==> config.mk <==
export PLATFORM = sky130hd
export DESIGN_NAME = spi_imu_responder
export DESIGN_NICKNAME = d
export VERILOG_FILES = /design/src/rtl/imu_regs_pkg.sv /design/src/rtl/spi_in_sync.sv /design/src/rtl/spi_imu_responder.sv
export SDC_FILE = /design/constraint.sdc
export NUM_CORES = 1
export LEC_CHECK = 0
export CAP_MARGIN = 5
export CORE_MARGIN = 1
export CORE_UTILIZATION = 40
export CTS_CLUSTER_DIAMETER = 50
export DETAILED_ROUTE_END_ITERATION = 6
export RECOVER_POWER = 50
export SLEW_MARGIN = 15
export SYNTH_ARGS = -nofsm -noshare
export SYNTH_HDL_FRONTEND = slang
export SYNTH_SLANG_ARGS = --single-unit
export TNS_END_PERCENT = 100
==> constraint.sdc <==
create_clock -name clk -period 2.7 [get_ports clk]
set_clock_uncertainty 0.2 [all_clocks]
set_input_delay 0.54 -clock clk [delete_from_list [all_inputs] [get_ports clk]]
set_output_delay 0.54 -clock clk [all_outputs]
set_load 0.02 [all_outputs]
==> src/rtl/imu_regs_pkg.sv <==
// Purpose: shared register-map constants and state encoding for the IMU SPI responder.
// Latency: n/a (constants and types only).
// Backpressure: n/a.
package imu_regs_pkg;

    localparam logic [7:0] WHO_AM_I      = 8'h6C;
    localparam logic [6:0] WHO_AM_I_ADDR = 7'h0F;

    localparam logic [6:0] CTRL_BASE  = 7'h10;
    localparam int         CTRL_COUNT = 10;
    localparam logic [6:0] OUT_BASE   = 7'h22;
    localparam int         OUT_BYTES  = 12;

    // Addresses the init/burst-read master actually touches.
    localparam logic [6:0] CTRL1_XL_ADDR = 7'h10;
    localparam logic [6:0] CTRL2_G_ADDR  = 7'h11;
    localparam logic [6:0] CTRL4_C_ADDR  = 7'h13;
    localparam logic [6:0] CTRL9_XL_ADDR = 7'h18;
    localparam logic [6:0] OUTX_L_G_ADDR = 7'h22;

    typedef enum logic [1:0] {
        IDLE  = 2'd0,
        CMD   = 2'd1,
        READ  = 2'd2,
        WRITE = 2'd3
    } rsp_state_e;

endpackage

==> src/rtl/spi_in_sync.sv <==
// Purpose: 2-FF synchronisers for SPC/CS/SDI plus edge flags derived from the synced copies.
// Latency: edge flags assert 2-3 clk after the raw pin edge (two sync stages plus history).
// Backpressure: none; pins are sampled every cycle.
module spi_in_sync (
    input  logic clk,
    input  logic reset,
    input  logic spc_i,
    input  logic cs_i,
    input  logic sdi_i,
    output logic sdi_o,
    output logic spc_rise_o,
    output logic spc_fall_o,
    output logic cs_fall_o,
    output logic cs_rise_o
);

    logic spc_s1_q, spc_s2_q, spc_prev_q;
    logic cs_s1_q, cs_s2_q, cs_prev_q;
    logic sdi_s1_q, sdi_s2_q;

    // Two-stage synchronisers plus one history stage for edge detection; idle levels on reset.
    always_ff @(posedge clk) begin
        if (reset) begin
            spc_s1_q   <= 1'b1;
            spc_s2_q   <= 1'b1;
            spc_prev_q <= 1'b1;
            cs_s1_q    <= 1'b1;
            cs_s2_q    <= 1'b1;
            cs_prev_q  <= 1'b1;
            sdi_s1_q   <= 1'b0;
            sdi_s2_q   <= 1'b0;
        end else begin
            spc_s1_q   <= spc_i;
            spc_s2_q   <= spc_s1_q;
            spc_prev_q <= spc_s2_q;
            cs_s1_q    <= cs_i;
            cs_s2_q    <= cs_s1_q;
            cs_prev_q  <= cs_s2_q;
            sdi_s1_q   <= sdi_i;
            sdi_s2_q   <= sdi_s1_q;
        end
    end

    assign sdi_o      = sdi_s2_q;
    assign spc_rise_o = spc_s2_q & ~spc_prev_q;
    assign spc_fall_o = ~spc_s2_q & spc_prev_q;
    assign cs_fall_o  = ~cs_s2_q & cs_prev_q;
    assign cs_rise_o  = cs_s2_q & ~cs_prev_q;

endmodule

==> src/rtl/spi_imu_responder.sv <==
// Purpose: SPI mode-3 target emulating the IMU register map (WHO_AM_I, control regs, sample snapshot).
// Latency: SDO updates 3 clk after a raw SPC fall; wr_valid pulses 3 clk after the 8th raw SPC rise of a data byte.
// Backpressure: none; the SPI master paces everything, write pulses cannot be stalled.
module spi_imu_responder
    import imu_regs_pkg::*;
(
    input  logic                    clk,
    input  logic                    reset,
    input  logic                    SPC,
    input  logic                    CS,
    input  logic                    SDI,
    output logic                    SDO,
    input  logic [OUT_BYTES*8-1:0]  sample_data,
    input  logic                    sample_valid,
    output logic [CTRL_COUNT*8-1:0] ctrl_out,
    output logic                    wr_valid,
    output logic [6:0]              wr_addr,
    output logic [7:0]              wr_data,
    output logic                    txn_active
);

    logic sdi_s, spc_rise, spc_fall, cs_fall, cs_rise;

    spi_in_sync u_sync (
        .clk        (clk),
        .reset      (reset),
        .spc_i      (SPC),
        .cs_i       (CS),
        .sdi_i      (SDI),
        .sdi_o      (sdi_s),
        .spc_rise_o (spc_rise),
        .spc_fall_o (spc_fall),
        .cs_fall_o  (cs_fall),
        .cs_rise_o  (cs_rise)
    );

    rsp_state_e                 state_q, state_d;
    logic [2:0]                 bitcnt_q, bitcnt_d;
    logic [7:0]                 shift_q, shift_d;
    logic [6:0]                 addr_q, addr_d;
    logic [7:0]                 tx_q, tx_d;
    logic                       sdo_q, sdo_d;
    logic [CTRL_COUNT*8-1:0]    ctrl_q, ctrl_d;
    logic [OUT_BYTES*8-1:0]     shadow_q, shadow_d;
    logic [OUT_BYTES*8-1:0]     pend_q, pend_d;
    logic                       pend_vld_q, pend_vld_d;
    logic                       wr_valid_q, wr_valid_d;
    logic [6:0]                 wr_addr_q, wr_addr_d;
    logic [7:0]                 wr_data_q, wr_data_d;
    logic [7:0]                 shifted;
    logic                       entering_idle;

    // Register-map read mux; unmapped addresses read as zero.
    function automatic logic [7:0] reg_read(input logic [6:0]             a,
                                            input logic [CTRL_COUNT*8-1:0] ctrl,
                                            input logic [OUT_BYTES*8-1:0]  shadow);
        logic [7:0] r;
        r = 8'h00;
        if (a == WHO_AM_I_ADDR) r = WHO_AM_I;
        for (int j = 0; j < CTRL_COUNT; j++)
            if (a == CTRL_BASE + 7'(j)) r = ctrl[8*j +: 8];
        for (int k = 0; k < OUT_BYTES; k++)
            if (a == OUT_BASE + 7'(k)) r = shadow[8*k +: 8];
        return r;
    endfunction

    assign shifted       = {shift_q[6:0], sdi_s};
    assign entering_idle = cs_rise && (state_q != IDLE);

    // Transaction FSM: command decode, read serialisation and write capture.
    always_comb begin
        state_d    = state_q;
        bitcnt_d   = bitcnt_q;
        shift_d    = shift_q;
        addr_d     = addr_q;
        tx_d       = tx_q;
        sdo_d      = sdo_q;
        ctrl_d     = ctrl_q;
        wr_valid_d = 1'b0;
        wr_addr_d  = wr_addr_q;
        wr_data_d  = wr_data_q;
        if (entering_idle) begin
            // Any partial byte is simply dropped here.
            state_d  = IDLE;
            bitcnt_d = 3'd0;
            sdo_d    = 1'b0;
        end else begin
            case (state_q)
                IDLE: begin
                    if (cs_fall) begin
                        state_d  = CMD;
                        bitcnt_d = 3'd0;
                    end
                end
                CMD: begin
                    if (spc_rise) begin
                        shift_d  = shifted;
                        bitcnt_d = bitcnt_q + 3'd1;
                        if (bitcnt_q == 3'd7) begin
                            addr_d = shifted[6:0];
                            if (shifted[7]) begin
                                tx_d    = reg_read(shifted[6:0], ctrl_q, shadow_q);
                                state_d = READ;
                            end else begin
                                state_d = WRITE;
                            end
                        end
                    end
                end
                READ: begin
                    if (spc_fall) begin
                        sdo_d    = tx_q[3'd7 - bitcnt_q];
                        bitcnt_d = bitcnt_q + 3'd1;
                        if (bitcnt_q == 3'd7) begin
                            addr_d = addr_q + 7'd1;
                            tx_d   = reg_read(addr_q + 7'd1, ctrl_q, shadow_q);
                        end
                    end
                end
                WRITE: begin
                    if (spc_rise) begin
                        shift_d  = shifted;
                        bitcnt_d = bitcnt_q + 3'd1;
                        if (bitcnt_q == 3'd7) begin
                            for (int j = 0; j < CTRL_COUNT; j++)
                                if (addr_q == CTRL_BASE + 7'(j)) ctrl_d[8*j +: 8] = shifted;
                            wr_valid_d = 1'b1;
                            wr_addr_d  = addr_q;
                            wr_data_d  = shifted;
                            addr_d     = addr_q + 7'd1;
                        end
                    end
                end
                default: state_d = IDLE;
            endcase
        end
    end

    // Snapshot coherency: shadow only changes outside a transaction; strobes mid-transaction park in pending.
    always_comb begin
        shadow_d   = shadow_q;
        pend_d     = pend_q;
        pend_vld_d = pend_vld_q;
        if (state_q == IDLE) begin
            if (sample_valid) shadow_d = sample_data;
        end else if (entering_idle) begin
            if (sample_valid)    shadow_d = sample_data;
            else if (pend_vld_q) shadow_d = pend_q;
            pend_vld_d = 1'b0;
        end else if (sample_valid) begin
            pend_d     = sample_data;
            pend_vld_d = 1'b1;
        end
    end

    // State and datapath registers.
    always_ff @(posedge clk) begin
        if (reset) begin
            state_q    <= IDLE;
            bitcnt_q   <= 3'd0;
            shift_q    <= 8'h00;
            addr_q     <= 7'h00;
            tx_q       <= 8'h00;
            sdo_q      <= 1'b0;
            ctrl_q     <= '0;
            shadow_q   <= '0;
            pend_q     <= '0;
            pend_vld_q <= 1'b0;
            wr_valid_q <= 1'b0;
            wr_addr_q  <= 7'h00;
            wr_data_q  <= 8'h00;
        end else begin
            state_q    <= state_d;
            bitcnt_q   <= bitcnt_d;
            shift_q    <= shift_d;
            addr_q     <= addr_d;
            tx_q       <= tx_d;
            sdo_q      <= sdo_d;
            ctrl_q     <= ctrl_d;
            shadow_q   <= shadow_d;
            pend_q     <= pend_d;
            pend_vld_q <= pend_vld_d;
            wr_valid_q <= wr_valid_d;
            wr_addr_q  <= wr_addr_d;
            wr_data_q  <= wr_data_d;
        end
    end

    assign SDO        = sdo_q;
    assign ctrl_out   = ctrl_q;
    assign wr_valid   = wr_valid_q;
    assign wr_addr    = wr_addr_q;
    assign wr_data    = wr_data_q;
    assign txn_active = (state_q != IDLE);

endmodule

==> impl_metrics.toml <==
[status]
status = "finished, violations left"
violations = "max-capacitance violations, max-slew violations, negative setup slack"

[critical_path]
crit_required_ns = 2.96
critPathSlowestCell = "or3_4"
crit_top_cell = "buf_6"
slowest_delay_ns = 0.42
crit_fanout = 8
cp_data_arrival_time_ns = 3.12
cp_num_buf_inv = 3
timing.rr.end = "tx_q[3]"
crit_path_start_kind = "register"
cp_top_family = "compound AO/OA/AOI/OAI gates"
crit_path_end_kind = "register"
r2r_slack_ns = -0.16
r2r_cells = 10
crit_type = "reg2reg"
crit_chain = "buf_6 > nand4_1 > or3_4 > a32oi_4 > buf_6 > nand2_2 > buf_4 > o22ai_1 > a2111oi_2 > o41a_1"
r2r_start = "addr_q[0]"

[timing]
hold_viol_final = 0
min_period_ns = 2.86
setup_viol = 16
period_share_pct = 106
timing.hold.ws_ns = 0.176
setup_ws_ns = -0.160
max_freq_mhz = 350
maxSlewViolCount = 101
rsz0062_at_grt = "yes"
max_slew_margin_pct = -46.3
worst_pin_slew_ns = 2.19

[synth]
synth_top_flop_cell = "dfxtp_1"
yosys.area.top_type = "dfxtp_1"
synth_edf_count = 0
synth_area_um2 = 17200
synth_common_cells = "416 x nand2_1, 325 x dfxtp_1, 288 x a21oi_1, 193 x nor2_1, 139 x clkbuf_1"
synth-async-reset-ratio_pct = 0
syn_area_per_cell_um2 = 7.67
synthesis.nets = 2351
synth.area.top_cells = "dfxtp_1 38%, nand2_1 9.1%, a21oi_1 8.4%, mux2i_1 7.2%, a211oi_1 5.0%"
syn_inst = 2242
synth.top_cell.area_share_pct = 37.8
ys_warn_count = 0
yosysMostFrequentCell = "nand2_1"
ys_seq_area_share_pct = 37.8
synth-seq-cells = 325
synth_cell_types = 91

[cts]
clk_pin_slew_worst_paths_ns = 0.06
worstSkewPairLatency_ns = 0.59
tritoncts = "built"
cts_buffers = 43
cts_htree_levels = 2
clockBufferDepth = 3
cts_sinks = 325
cts-root-buf = "clkbuf_16"
ctsHoldBuffers = 0

[drt]
drt-pass1-iter-count = 6
drc = 0
vias = 19200
vias_per_cell = 5.88
drtIter0Drc = 1855
drtAntennaViolNets = 0
wl_per_cell_um = 23.9
wl_um = 77900

[cells_and_area]
nFillCells = 3881
n_antenna_cell = 0
stdcell_count = 3263
area_growth_pct = 42.8
nNetsFinal = 2800
layout-drive-gt1-share_pct = 23.9

[floorplanning]
initial_core_util_pct = 40.8
die-area_um2 = 43800
io_pins = 200
die_h_um = 209
core_area_um2 = 42100
placementRows = 75
die_x_um = 209

[power]
p_sw_mw = 2.99
p_leak_nw = 9.53
powerDensity_nw_per_um2 = 489
power_mw = 12.0
peakVddDrop_uv = 505
p_clk_share_pct = 50.0
swShare_pct = 24.9
intPower_mw = 9.01
p_comb_share_pct = 7.1
p_seq_share_pct = 42.9

[hold_path]
hold_path_depth = 2
holdCritStartpoint = "reset"
min_to = "pend_q[94]"
hp-class = "in2reg"

[grt]
grt_max_degree = 162
grt_usage_pct = 34.9
grt_pass1_vias = 18300
antenna_found_initial = 0
grt_first_pass_wirelength_um = 116000
overflow = 0

[placed_design]
dp_cells = 3158
portBuffers = 199
dpl.hpwl_um = 59500
post-place-ws_ns = -0.619
gp_congestion = 1.02

[run]
cap_violations = 1
==> cell type report <==
cell class,instances,area [um2],area share (%)
Clock buffer,56,1200,4.87
Tap cell,539,674,2.75
Sequential cell,325,6530,26.6
Multi-Input combinational cell,1695,10500,42.6
Timing Repair Buffer,607,5330,21.7
Clock inverter,22,305,1.24
Inverter,19,75.1,0.306
==> metrics by stage <==
stage	instance area (um2)	util (%)	setup TNS, ns
after global placement	22200	52.6	-3.07
after CTS	24400	57.8	-0.409
after global routing	24600	58.3	-7.12
after floorplan	17200	-	-0.383
final	24600	58.3	-1.30
after detailed placement	22200	52.6	-2.90
==> cells in the final DEF, fill, tap and decap left out, types with 7 or more instances in the layout <==
cell type          n
a211oi_1         107
a211oi_2           7
a21oi_1          276
a21oi_2           11
a221oi_1           7
a22oi_1           16
a31oi_1            8
and3_1            12
buf_12            20
buf_4            355
buf_6             17
clkbuf_1           8
clkbuf_16         44
clkbuf_2          12
clkdlybuf4s50_1  174
dfxtp_1          315
dfxtp_2            7
dlygate4sd3_1     23
inv_1             15
mux2_2             8
mux2i_1          124
nand2_1          406
nand2_2           11
nand2b_1          13
nand3_1          110
nand4_1            7
nor2_1           183
nor2_2             8
nor2_4             9
nor2b_1           17
nor3_1            15
nor3b_1            8
o211ai_1          15
o21ai_0           63
o21ai_1            8
o221ai_1          14
o22ai_1           24
or2_2              9
or3_1             10
==> worst max path at each step <==
stage          cells past startpoint            to      start  slack, ns
2_1_floorplan                     11  ctrl_out[36]  addr_q[0]      -0.02
3_3_place_gp                      10       tx_q[6]  addr_q[0]      -0.61
3_5_place_dp                      12       tx_q[6]  addr_q[0]      -0.62
4_1_cts                           11       tx_q[7]  addr_q[1]      -0.09
5_1_grt                           10       tx_q[6]  addr_q[0]      -0.24
6_report                          10       tx_q[3]  addr_q[0]      -0.16
==> layer usage <==
| metal | wire length [um] | GRT usage [%] |
|---|---|---|
| met4 | 4510 | 19.0 |
| met3 | 5140 | 4.86 |
| met1 | 31600 | 43.3 |
| met5 | 0 | 0 |
| met2 | 36600 | 58.5 |
==> power by group through the flow <==
stage	clock network (mW)	registers (mW)	logic [mW]
global route	6.28	5.16	0.931
floorplan	0	5.15	0.485
CTS	6.10	5.14	0.859
detailed placement	0	5.25	0.849
finish	6.00	5.15	0.850
global placement	0	5.24	0.834
==> registers in the layout, indices dropped and copies added, names as in the netlist <==
| signal | flops |
|---|---|
| ctrl_out | 80 |
| u_sync.sdi_o | 1 |
| shift_q | 7 |
| wr_data | 8 |
| shadow_q | 96 |
| state_q | 2 |
| u_sync.spc_prev_q | 1 |
| u_sync.sdi_s1_q | 1 |
| pend_q | 96 |
| bitcnt_q | 3 |
| u_sync.cs_s1_q | 1 |
| wr_addr | 7 |
| u_sync.cs_prev_q | 1 |
| u_sync.spc_s2_q | 1 |
| u_sync.cs_s2_q | 1 |
| wr_valid | 1 |
| addr_q | 7 |
| pend_vld_q | 1 |
| tx_q | 8 |
| u_sync.spc_s1_q | 1 |
| SDO | 1 |
==> worst register-to-register path, stage by stage, from the launching register on <==
cell       delay [ns]
dfxtp_2          0.35
buf_6            0.13
nand4_1          0.22
or3_4            0.42
a32oi_4          0.23
buf_6            0.20
nand2_2          0.08
buf_4            0.17
o22ai_1          0.25
a2111oi_2        0.08
o41a_1           0.42
==> what timing repair did <==
item                                    CTS  global route
buffers inserted                         23             5
pin swaps                                38            17
gates resized for setup                 127            50
endpoints found under the setup margin    9             8
==> logic make-up (layout without fill, tap and decap cells) <==
kind of cell / count (synthesis) / after routing / synth area share, %
flip-flops: 325 / 325 / 37.8
multiplexers: 137 / 137 / 8.39
AND/OR/NAND/NOR: 874 / 874 / 22.8
adder cells (fa/ha/maj): 7 / 7 / 0.509
buffers and inverters: 222 / 704 / 5.31
AO/OA/AOI/OAI: 677 / 677 / 25.1
Note: power is estimated with default switching activity, not from simulation.
==> variant (same settings) <==
The 4 states of `rsp_state_e` get a one-hot encoding in 4 bits.
--- a/src/rtl/imu_regs_pkg.sv
+++ b/src/rtl/imu_regs_pkg.sv
@@ -18,11 +18,11 @@
     localparam logic [6:0] CTRL9_XL_ADDR = 7'h18;
     localparam logic [6:0] OUTX_L_G_ADDR = 7'h22;
 
-    typedef enum logic [1:0] {
-        IDLE  = 2'd0,
-        CMD   = 2'd1,
-        READ  = 2'd2,
-        WRITE = 2'd3
+    typedef enum logic [3:0] {
+        IDLE  = 4'b0001,
+        CMD   = 4'b0010,
+        READ  = 4'b0100,
+        WRITE = 4'b1000
     } rsp_state_e;
 
 endpackage
Function: same outputs for any inputs over 4 cycles, from zero or initial values and one cycle with reset high; so few cycles prove little.
==> variant against the unedited design <==
The flow finishes with violations (max-slew violations, negative setup slack). Clock power down 11%. Critical path depth increased by 1. Sequential cell count up 2. Area after synthesis increased by 1.6%. Count of clock-buffer cells in the layout grew 4. Wire length fell by 3.8%. Utilization shrank 0.84 points. Sequential share of layout area about the same. Setup slack got worse by 0.038 ns. Synthesized cell count grew 0.71%. Combinational power increased by 2.4%. Power decreased by 5.1%. Cell area grew 0.76%. Critical path type unchanged. Critical endpoint is now tx_q[5]$_SDFFE_PP0P_. Largest power group unchanged.
==> variant: results <==
metrics = {
    "worst_setup_path": {
        "r2r-start": "u_sync.sdi_o$_SDFF_PP0_",
        "r2r_end": "tx_q[5]$_SDFFE_PP0P_",
        "crit_path_max_incr_delay_ns": 0.37,
        "cpMaxStageDelayCell": "a21oi_2",
        "worst-path-max-fanout": 12,
        "crit_path_end_kind": "register",
    },
    "synth": {
        "yosys.cell_types.count": 104,
        "synth_nets": 2367,
        "async_flop_share_pct": 0,
        "ys_top_cells_by_count": "486 x nand2_1, 327 x dfxtp_1, 281 x a21oi_1",
        "synth.avg_cell_area_sq_um": 7.74,
        "synth_compound_area_share_pct": 26.3,
        "yosysSeqAreaShare_pct": 37.5,
    },
    "place": {
        "dpl_cell_area_sq_um": 22600,
        "place_inst": 3220,
        "place_hpwl_um": 57700,
        "gp_congestion": 0.990,
        "dp_slack_ns": -0.413,
    },
    "route": {
        "drt-initial-drc-count": 1715,
        "routed_wl_um": 74900,
        "vias": 19100,
        "avgViaCountPerCell": 5.74,
    },
    "cells_and_area": {
        "nNetsFinal": 2812,
        "final_area_sq_um": 24700,
        "fill_cells": 4087,
    },
    "run_status": {
        "violations": "max-slew violations, negative setup slack",
        "outcome": "finished with violations",
    },
    "global_route": {
        "grt_pass1_wl_um": 112000,
        "grt_max_degree": 138,
        "track_usage_pct": 33.0,
    },
    "pwr": {
        "power_frac_comb_pct": 7.6,
        "clkPwrFrac_pct": 46.9,
        "vdd_drop_max_mv": 0.567,
        "p_comb_mw": 0.870,
        "p_sw_mw": 2.83,
        "p_leak_nw": 8.78,
    },
    "clock_tree": {
        "cts_buffers": 40,
        "clkLatencyLatePin_ns": 0.56,
    },
    "timing": {
        "slew_headroom_pct": -0.961,
        "layout_setup_ws_ns": -0.197,
        "slew_violations": 95,
        "whs_ns": 0.206,
        "setup_viol": 8,
        "tns_ns": -1.08,
    },
    "min_path": {
        "min_path_cells": 1,
        "holdCritStartpoint": "u_sync.spc_s1_q$_SDFF_PP1_",
        "hold_path.class": "register to register",
    },
}
==> variant: cell type report <==
cell class                      count  share of cell area [%]
Timing Repair Buffer              602                    21.5
Sequential cell                   327                    26.5
Clock buffer                       60                    4.80
Tap cell                          585                    2.96
Multi-Input combinational cell   1710                    43.3
Clock inverter                     13                   0.521
Inverter                           22                   0.394
==> variant: per-layer routing <==
| layer | vias to the layer above | wire length (um) | GRT usage, % |
|---|---|---|---|
| met4 | 0 | 3170 | 13.1 |
| met1 | 9135 | 32500 | 43.8 |
| met2 | 754 | 34500 | 53.7 |
| met5 | - | 0 | 0 |
| li1 | 8998 | - | - |
| met3 | 175 | 4660 | 4.91 |
==> variant: timing repair <==
action | 4_1_cts | 5_1_grt
cloned | 0 | 0
buffers inserted | 13 | 19
resized for setup | 78 | 104
pin swaps | 38 | 46
hold buffers | 0 | 0
endpoints found under the setup margin | 16 | 68
